`config.mk`:
```
export PLATFORM = sky130hd
export DESIGN_NAME = jpeg_ring_adapter
export DESIGN_NICKNAME = d
export VERILOG_FILES = /design/src/rtl/jpeg_ring_adapter.sv
export SDC_FILE = /design/constraint.sdc
export NUM_CORES = 1
export LEC_CHECK = 0
export CAP_MARGIN = 20
export CORE_ASPECT_RATIO = 1.25
export CORE_MARGIN = 4
export CORE_UTILIZATION = 56
export DETAILED_ROUTE_END_ITERATION = 16
export GPL_TIMING_DRIVEN = 0
export PLACE_DENSITY = 0.85
export RECOVER_POWER = 50
export SETUP_SLACK_MARGIN = 0.4
export SLEW_MARGIN = 20
export SYNTH_ARGS = -nofsm -noshare
export SYNTH_HDL_FRONTEND = slang
export SYNTH_SLANG_ARGS = --single-unit
```
`constraint.sdc`:
```
create_clock -name clk_i -period 11 [get_ports clk_i]
set_clock_uncertainty 0.2 [all_clocks]
set_input_delay 2.75 -clock clk_i [delete_from_list [all_inputs] [get_ports clk_i]]
set_output_delay 2.75 -clock clk_i [all_outputs]
set_load 0.01 [all_outputs]
```
`src/rtl/jpeg_ring_adapter.sv`:
```
// rtl/jpeg_ring_adapter.sv - ring-to-jpeg_core bridge: skid-registered input beats, packed pixel output FIFO
module jpeg_ring_adapter #(
    parameter int RING_WIDTH = 88,
    parameter int FIFO_DEPTH = 4,
    parameter int PACK_MODE  = 0,
    localparam int PPW = RING_WIDTH / 24,
    localparam int CW  = $clog2(PPW + 1),
    localparam int LW  = $clog2(FIFO_DEPTH + 1),
    localparam int PW  = $clog2(FIFO_DEPTH)
) (
    input  logic                  clk_i,
    input  logic                  rst_i,
    input  logic                  ring_v_i,
    input  logic [RING_WIDTH-1:0] ring_data_i,
    output logic                  ring_yumi_o,
    output logic                  core_valid_o,
    output logic [31:0]           core_data_o,
    output logic [3:0]            core_strb_o,
    output logic                  core_last_o,
    input  logic                  core_accept_i,
    input  logic                  pix_valid_i,
    input  logic [15:0]           pix_width_i,
    input  logic [15:0]           pix_height_i,
    input  logic [15:0]           pix_x_i,
    input  logic [15:0]           pix_y_i,
    input  logic [7:0]            pix_r_i,
    input  logic [7:0]            pix_g_i,
    input  logic [7:0]            pix_b_i,
    output logic                  pix_accept_o,
    output logic                  out_v_o,
    output logic [RING_WIDTH-1:0] out_data_o,
    output logic [CW-1:0]         out_count_o,
    input  logic                  out_ready_i,
    output logic [LW-1:0]         fifo_level_o,
    output logic                  frame_done_o
);

    // ---------------- input path: one-entry skid register ----------------
    logic        r_hold_v;
    logic [31:0] r_core_data;
    logic [3:0]  r_core_strb;
    logic        r_core_last;
    logic        w_yumi;
    logic        w_unused_ring;

    // Only the low 37 bits of a ring word carry beat fields.
    assign w_unused_ring = ^ring_data_i[RING_WIDTH-1:37];

    // A new word may enter when the register is empty or its beat leaves this cycle.
    assign w_yumi      = ~rst_i & ring_v_i & (~r_hold_v | core_accept_i);
    assign ring_yumi_o = w_yumi;

    // Load the skid register on yumi, drop the beat when the core takes it.
    always_ff @(posedge clk_i or posedge rst_i) begin
        if (rst_i) begin
            r_hold_v    <= 1'b0;
            r_core_data <= 32'd0;
            r_core_strb <= 4'd0;
            r_core_last <= 1'b0;
        end else if (w_yumi) begin
            r_hold_v    <= 1'b1;
            r_core_data <= ring_data_i[31:0];
            r_core_strb <= ring_data_i[35:32];
            r_core_last <= ring_data_i[36];
        end else if (core_accept_i) begin
            r_hold_v    <= 1'b0;
        end
    end

    assign core_valid_o = r_hold_v;
    assign core_data_o  = r_core_data;
    assign core_strb_o  = r_core_strb;
    assign core_last_o  = r_core_last;

    // ---------------- output FIFO ----------------
    logic [RING_WIDTH-1:0] r_mem_data [FIFO_DEPTH];
    logic [CW-1:0]         r_mem_cnt  [FIFO_DEPTH];
    logic [PW-1:0]         r_wr_ptr;
    logic [PW-1:0]         r_rd_ptr;
    logic [LW-1:0]         r_level;
    logic                  w_full;
    logic                  w_empty;
    logic                  w_pop;
    logic                  w_push;
    logic [RING_WIDTH-1:0] w_push_data;
    logic [CW-1:0]         w_push_cnt;

    assign w_full  = (r_level == LW'(FIFO_DEPTH));
    assign w_empty = (r_level == '0);
    assign w_pop   = ~w_empty & out_ready_i;

    // Storage array; contents are don't-care until the level says an entry is live.
    always_ff @(posedge clk_i) begin
        if (w_push) begin
            r_mem_data[r_wr_ptr] <= w_push_data;
            r_mem_cnt[r_wr_ptr]  <= w_push_cnt;
        end
    end

    // Pointers wrap at the power-of-two depth; level tracks occupancy.
    always_ff @(posedge clk_i or posedge rst_i) begin
        if (rst_i) begin
            r_wr_ptr <= '0;
            r_rd_ptr <= '0;
            r_level  <= '0;
        end else begin
            if (w_push) r_wr_ptr <= r_wr_ptr + PW'(1);
            if (w_pop)  r_rd_ptr <= r_rd_ptr + PW'(1);
            case ({w_push, w_pop})
                2'b10:   r_level <= r_level + LW'(1);
                2'b01:   r_level <= r_level - LW'(1);
                default: r_level <= r_level;
            endcase
        end
    end

    assign out_v_o      = ~w_empty;
    assign out_data_o   = w_empty ? '0 : r_mem_data[r_rd_ptr];
    assign out_count_o  = w_empty ? '0 : r_mem_cnt[r_rd_ptr];
    assign fifo_level_o = r_level;

    // ---------------- pixel packing ----------------
    logic [RING_WIDTH-1:0] r_stage;
    logic [CW-1:0]         r_lane;
    logic                  r_frame_done;
    logic                  w_frame_end;
    logic                  w_lane_last;
    logic                  w_push_needed;
    logic                  w_pix_accept;

    // A zero-sized image has no last pixel, so the wrap of width-1 must not match.
    assign w_frame_end = (pix_width_i != 16'd0) && (pix_height_i != 16'd0)
                      && (pix_x_i == pix_width_i - 16'd1)
                      && (pix_y_i == pix_height_i - 16'd1);
    assign w_lane_last = (r_lane == CW'(PPW - 1));

    // Build the candidate word: full record, or staged lanes plus the incoming RGB lane.
    always_comb begin
        w_push_data   = '0;
        w_push_cnt    = CW'(1);
        w_push_needed = 1'b1;
        if (PACK_MODE == 0) begin
            w_push_data[87:0] = {pix_width_i, pix_height_i, pix_x_i, pix_y_i,
                                 pix_r_i, pix_g_i, pix_b_i};
        end else begin
            w_push_data = r_stage;
            for (int k = 0; k < PPW; k++) begin
                if (r_lane == CW'(k)) w_push_data[24*k +: 24] = {pix_r_i, pix_g_i, pix_b_i};
            end
            w_push_cnt    = r_lane + CW'(1);
            w_push_needed = w_lane_last | w_frame_end;
        end
    end

    // A pixel that only fills a lane never needs FIFO space.
    assign w_pix_accept = ~rst_i & pix_valid_i & ~(w_push_needed & w_full & ~w_pop);
    assign w_push       = w_pix_accept & w_push_needed;
    assign pix_accept_o = w_pix_accept;

    // Accumulate lanes between pushes; a push restarts packing at lane 0.
    always_ff @(posedge clk_i or posedge rst_i) begin
        if (rst_i) begin
            r_stage <= '0;
            r_lane  <= '0;
        end else if ((PACK_MODE != 0) && w_pix_accept) begin
            if (w_push) begin
                r_stage <= '0;
                r_lane  <= '0;
            end else begin
                r_stage <= w_push_data;
                r_lane  <= r_lane + CW'(1);
            end
        end
    end

    // Pulse once, the cycle after the frame's last pixel lands in the FIFO.
    always_ff @(posedge clk_i or posedge rst_i) begin
        if (rst_i) r_frame_done <= 1'b0;
        else       r_frame_done <= w_push & w_frame_end;
    end

    assign frame_done_o = r_frame_done;

    a_no_overflow: assert property (@(posedge clk_i) disable iff (rst_i)
        !(w_push && w_full && !w_pop));

    a_stall_stable: assert property (@(posedge clk_i) disable iff (rst_i)
        (core_valid_o && !core_accept_i) |=>
            ($stable(core_data_o) && $stable(core_strb_o) && $stable(core_last_o)));

endmodule
```
==> results of run 1 <==
==> kinds of logic (layout without fill, tap and decap cells) <==
logic type,after synthesis,count (layout),share of synthesized area [%]
muxes,131,131,15.2
buffers and inverters,60,407,1.50
other,1,10,0.0231
DFF,398,398,72.2
adders and majority gates,7,7,0.586
AOI/OAI and AO/OA,36,36,1.51
and+or+nand+nor,169,169,6.39
xor gates and xnor gates,48,48,2.59
==> where the power goes <==
part	internal (W)	total [W]	switching [W]	leakage, nW
Combinational	0.000972	0.00181	0.000835	2.66
Clock	0.000829	0.00139	0.000557	0.657
Sequential	0.00183	0.00188	0.0000535	3.74
Total	0.00363	0.00508	0.00145	7.06
==> flip-flops by register name, summed over array words and instances (netlist names) <==
register	count
r_mem_data	352
core_data_o	32
core_strb_o	4
fifo_level_o	3
r_rd_ptr	2
r_wr_ptr	2
frame_done_o	1
core_last_o	1
core_valid_o	1
==> layout by cell type, fill, tap and decap left out, drive strengths merged, types with 2 or more instances in the layout <==
cell and n:
a2111oi 3, a21oi 10, a31oi 3, and2 93, and3 3, and4 3, buf 26, bufinv 7
clkbuf 71, clkdlybuf4s50 132, clkinv 14, clkinvlp 3, dfrtp 46, diode 9, dlygate4sd3 132, edfxtp 352
ha 6, inv 22, mux2 38, mux2i 5, mux4 88, nand2 7, nand3 7, nand3b 3
nand4 9, nor2 15, nor3 9, nor4 11, o21ai 8, or3 2, xnor2 32, xor2 16
==> area by class of cell <==
cell class	instances	area [um^2]	area share (%)
buffer	42	175	0.839
clock buffer	44	1000	4.81
timing repair buffer	275	2850	13.6
antenna	9	22.5	0.108
inverter	18	67.6	0.323
sequential	398	11700	56.1
multi-input combinational	392	4270	20.4
clock inverter	28	335	1.61
tap	355	444	2.13
==> how the worst max path moves through the flow <==
stage,cells past startpoint,startpoint,end
final,8,rst_i,ring_yumi_o
after global routing,8,rst_i,ring_yumi_o
after CTS,8,rst_i,ring_yumi_o
after detailed placement,8,rst_i,ring_yumi_o
after global placement,5,rst_i,r_mem_data[2][33]$_DFFE_PP_
after floorplan,5,rst_i,ring_yumi_o
==> stage by stage <==
step / setup slack [ns] / hold WS [ns] / instance area [um^2] / cells
floorplan: 3.22 / 0.330 / 16200 / 850
global placement: 1.33 / 0.288 / 19300 / 1469
detailed placement: 2.45 / 0.294 / 19500 / 1478
CTS: 2.42 / 0.309 / 20800 / 1550
global route: 1.81 / 0.326 / 20900 / 1560
finish: 2.09 / 0.301 / 20900 / 1561
==> worst reg2reg max path, delay by kind of cell, from the launching register on <==
family / cells / cell delay [ns]
AND/OR/NAND/NOR: 3 / 1.16
buffers and inverters: 2 / 0.74
flip-flops: 1 / 0.42
==> per-layer routing <==
layer | part of all wire (%) | vias up
li1 | - | 3998
met3 | 6.8 | 80
met4 | 2.8 | 6
met1 | 37 | 4812
met5 | 0.11 | -
met2 | 53 | 408
==> synth_stat cells (2+ instances only) <==
| master | instances | area [um^2] |
|---|---|---|
| xor2_1 | 16 | 140 |
| o21ai_1 | 2 | 10.0 |
| nor4_1 | 8 | 50.1 |
| o21ai_0 | 6 | 30.0 |
| and4_1 | 3 | 26.3 |
| mux2_2 | 38 | 428 |
| and3_1 | 3 | 18.8 |
| a2111oi_0 | 2 | 17.5 |
| nand3b_1 | 3 | 22.5 |
| nand2_1 | 7 | 26.3 |
| or3_1 | 2 | 12.5 |
| mux4_2 | 88 | 1980 |
| buf_2 | 2 | 10.0 |
| a21oi_1 | 10 | 50.1 |
| clkbuf_1 | 25 | 93.8 |
| edfxtp_1 | 352 | 10600 |
| ha_1 | 6 | 75.1 |
| dfrtp_1 | 46 | 1150 |
| inv_1 | 18 | 67.6 |
| nor4_2 | 2 | 25.0 |
| xnor2_1 | 32 | 280 |
| a31oi_1 | 3 | 18.8 |
| buf_1 | 12 | 45.0 |
| buf_4 | 2 | 15.0 |
| and2_1 | 93 | 582 |
| nor2_1 | 15 | 56.3 |
| nand3_1 | 7 | 35.0 |
| mux2i_1 | 5 | 50.1 |
| nand4_1 | 9 | 56.3 |
| nor3_1 | 9 | 45.0 |
==> flow_summary.json, run 1 <==
{
  "hold_start": "core_strb_o[2]$_DFFE_PP0P_",
  "synthesis.area_um2": 16200,
  "ys_seq_elements": 398,
  "chipWidth_um": 160,
  "slowest_stage": "clkdlybuf4s50_1",
  "cts_tree": "built",
  "fin_nets": 1355,
  "numCtsBuffers": 39,
  "tns_ns": 0,
  "synth_nets": 1039,
  "grt.total_usage_pct": 24.0,
  "critical_path_class": "in2out",
  "post_synth.cell_area_avg_um2": 19.1,
  "power_density_nw_per_um2": 243,
  "num_vias": 9304,
  "syn2layout_area_growth_pct": 28.7,
  "numClockSinks": 398,
  "die-area_um2": 31800,
  "htreeDepth": 2,
  "endpoint_kind": "output port",
  "status": "completed",
  "relSlewSlack_pct": 32.3,
  "finalCritPeriodShare_pct": 81.0,
  "grt_overflow": 0,
  "post_cts_buffers": 0,
  "slew_violations": 0,
  "use_met1_pct": 30.5,
  "coreArea_um2": 28500,
  "grt_pass1_vias": 9919,
  "finalCriticalPeriod_ns": 8.91,
  "tightest_slew_ns": 1.02,
  "dp_hpwl_um": 25800,
  "first_pass_iters": 6,
  "startpoint_type": "primary input",
  "grt_pass1_wl_um": 58400,
  "required_ns": 8.05,
  "drt_wl_total_um": 38700,
  "drcViolationCount": 0,
  "max_cap_viol_count": 0,
  "final_core_util_pct": 73.3,
  "antenna_found_initial": 11,
  "clk_pin_slew_ns": 0.06,
  "start_util_pct": 57.0,
  "r2r_end": "r_mem_data[0][29]$_DFFE_PP_",
  "worstPathCellList": "dlygate4sd3_1, inv_1, buf_12, nand2_1, a21oi_1, clkbuf_1, buf_1, clkdlybuf4s50_1",
  "vias_per_cell": 5.96,
  "finalSetupViolCount": 0,
  "ys_types": 54,
  "ys_async_sr_fraction_pct": 11.6,
  "grt_max_degree": 46,
  "use_met2_pct": 42.4,
  "use_met3_pct": 4.37,
  "rsz0062_at_grt": "false",
  "clk_latency_ns": 0.52,
  "cp_max_fo": 35,
  "final_antenna_net_count": 0,
  "portBuffers": 264,
  "ctsResizeCount": 0,
  "drive_gt1_share_pct": 17.8,
  "min_path_type": "reg2reg",
  "cts_buffer_depth": 3,
  "r2r-start": "fifo_level_o[2]$_DFFE_PP0P_",
  "min_delay_worst_endpoint": "core_strb_o[2]$_DFFE_PP0P_",
  "drtIter0Drc": 692,
  "ir_drop_v": 0.000189,
  "synthFlopType": "edfxtp_1",
  "hold_path_depth": 1,
  "gp_congestion": 0.825,
  "fmax_mhz": 112,
  "ios": 317,
  "worstPathArrival_ns": 5.96,
  "grt_busiest_layer": "met2",
  "wl_per_cell_um": 24.8,
  "ctsHoldBuffers": 0,
  "slowest_delay_ns": 0.65,
  "rows": 69,
  "crit_buf_inv": 6,
  "cp_top_family": "buffers and inverters",
  "p_leak_nw": 7.06,
  "netlist_instances": 850,
  "ff2ff_path_depth": 5,
  "dieHeight_um": 198,
  "synth_edf_count": 352,
  "hold_viol": 0,
  "p_total_w": 0.00508,
  "r2r_slack_ns": 8.10,
  "yosysWarnings": 0,
  "root_buffer": "clkbuf_16",
  "yosysSeqAreaShare_pct": 72.2,
  "fillerInstances": 1669
}
Note: power is estimated with default switching activity, not from simulation.
==> run 2, diff against run 1 <==
Settings changed: CORE_UTILIZATION 56 to 47, PLACE_DENSITY 0.85 to 0.76.
Clock period 11 ns to 7.25 ns, I/O delays scaled along.
==> run 2 against run 1 <==
Effect of this change: register-to-register slack worse by 3.8 ns; largest cell class unchanged; critical path depth unchanged; largest power group unchanged; worst hold slack worse by 0.0015 ns; core utilization down 11 points; critical endpoint unchanged; sequential cell count unchanged; non-clock buffer count down 2; routed wire length down 4.6%; global-route usage down 4.5 points.
==> flow_summary.json, run 2 (synthesized netlist as in run 1, its figures left out) <==
{
  "drcViolationCount": 0,
  "dieHeight_um": 216,
  "num_vias": 8856,
  "placed_area_um2": 19600,
  "fillerInstances": 2401,
  "worstPathArrival_ns": 4.65,
  "finalCriticalPeriod_ns": 6.66,
  "grt_pass1_vias": 9312,
  "critical_path_class": "in2out",
  "hold_path_depth": 1,
  "grt_pass1_wl_um": 55900,
  "gp_congestion": 0.823,
  "finalInstanceArea_um2": 20900,
  "grt.total_usage_pct": 19.5,
  "clk_pin_slew_ns": 0.06,
  "drt_wl_total_um": 36900,
  "tns_ns": 0,
  "final_core_util_pct": 62.0,
  "pre_cts_slack_ns": 0.284,
  "rsz0062_at_grt": "false",
  "ff2ff_path_depth": 6,
  "endpoint_kind": "output port",
  "hold_viol": 0,
  "antenna_found_initial": 6,
  "cp_max_fo": 27,
  "critPathLaunch": "rst_i",
  "numCtsBuffers": 39,
  "finalSetupViolCount": 0,
  "cts_buffer_depth": 3,
  "max_cap_viol_count": 0,
  "drive_gt1_share_pct": 17.3,
  "final_common_cell": "edfxtp_1",
  "numClockSinks": 398,
  "coreArea_um2": 33800,
  "power_density_nw_per_um2": 361,
  "cts_tree": "built",
  "portBuffers": 264,
  "min_path_type": "reg2reg",
  "drtIter0Drc": 634,
  "grt_max_degree": 43,
  "htreeDepth": 2,
  "ir_drop_v": 0.000225,
  "required_ns": 5.24,
  "tightest_slew_ns": 1.01,
  "slowest_delay_ns": 0.61,
  "wl_per_cell_um": 22.7,
  "root_buffer": "clkbuf_16",
  "vias_per_cell": 5.46,
  "r2r-start": "fifo_level_o[2]$_DFFE_PP0P_",
  "first_pass_iters": 5,
  "hold_start": "core_data_o[27]$_DFFE_PP0P_",
  "startpoint_type": "primary input",
  "top_register": "r_mem_data",
  "fmax_mhz": 150,
  "relSlewSlack_pct": 32.9,
  "dp_hpwl_um": 25700,
  "largest_reg_flops": 352,
  "ios": 317,
  "slew_violations": 0,
  "chipWidth_um": 174,
  "p_leak_nw": 7.02,
  "syn2layout_area_growth_pct": 29.0,
  "clk_latency_ns": 0.52,
  "slowest_stage": "clkdlybuf4s50_1",
  "fin_nets": 1353,
  "most-common-layout-cells": "352 x edfxtp_1, 132 x dlygate4sd3_1, 132 x clkdlybuf4s50_1",
  "worstPathCellList": "dlygate4sd3_1, inv_4, buf_16, nand2_1, a21oi_1, clkbuf_1, clkbuf_2, clkdlybuf4s50_1",
  "die-area_um2": 37600,
  "rows": 75,
  "start_util_pct": 48.0,
  "post_cts_buffers": 0,
  "status": "completed",
  "finalCritPeriodShare_pct": 91.9,
  "final_antenna_net_count": 0,
  "fin_ws_ns": 0.586,
  "grt_overflow": 0
}
run 2: cell types whose count changed in the layout (fill, tap and decap cells not counted), sizes merged:
cell / previous run / this run
clkbuf: 71 / 76
buf: 26 / 22
inv: 22 / 18
bufinv: 7 / 5
clkinvlp: 3 / 4
diode: 9 / 6
run 2: area by class of cell:
class	count	area, um^2	share of cell area [%]
flip-flops and latches	398	11700	56.0
multi-input cells	392	4280	20.4
repair buffers	273	2850	13.6
clock buffers	47	1050	5.01
well taps	423	529	2.53
clock inverters	23	238	1.14
plain buffers	42	176	0.843
inverters	18	70.1	0.335
diodes	6	15.0	0.0717
run 2: critical path, delay by kind of cell:
family                 cells  cell delay [ns]
AOI/OAI and AO/OA          1             0.17
and+or+nand+nor            1             0.08
buffers and inverters      6             2.56
run 2: path summary, 6_finish.rpt:
check	endpoint	slack [ns]
setup / recovery	ring_yumi_o	0.59
hold / removal	core_data_o[27]$_DFFE_PP0P_	0.30
setup reg to reg	r_mem_data[2][33]$_DFFE_PP_	4.30
hold reg to reg	core_data_o[27]$_DFFE_PP0P_	0.30
max in group asynchronous	r_rd_ptr[1]$_DFFE_PP0P_	4.86
min in group asynchronous	core_data_o[24]$_DFFE_PP0P_	1.54
run 2: timing repair:
| action | CTS | global route |
|---|---|---|
| pin swaps | 0 | 0 |
| hold buffers | 0 | 0 |
| hold endpoints to repair | 0 | 0 |
| gates resized for setup | 1 | 1 |
| setup endpoints to repair | 1 | 1 |
run 2: routing by layer:
| metal | track usage, % | wire, um | up-vias |
|---|---|---|---|
| met1 | 25.5 | 14800 | 4558 |
| met4 | 5.89 | 853 | 0 |
| met5 | 0 | 0 | - |
| li1 | - | - | 3993 |
| met3 | 3.43 | 1690 | 57 |
| met2 | 33.8 | 19500 | 248 |
run 2: per-stage QoR:
step                hold WS (ns)  instances  total power [W]
global placement           0.288       1537          0.00564
floorplan                  0.330        850          0.00431
detailed placement         0.296       1546          0.00568
finish                     0.300       1622          0.00756
CTS                        0.310       1616          0.00771
global route               0.320       1620          0.00793
run 2: power by group:
part	switching, W	total (W)	leakage [nW]	internal, W
registers	0.0000673	0.00284	3.74	0.00277
logic	0.00123	0.00269	2.67	0.00147
clock network	0.000818	0.00203	0.615	0.00121
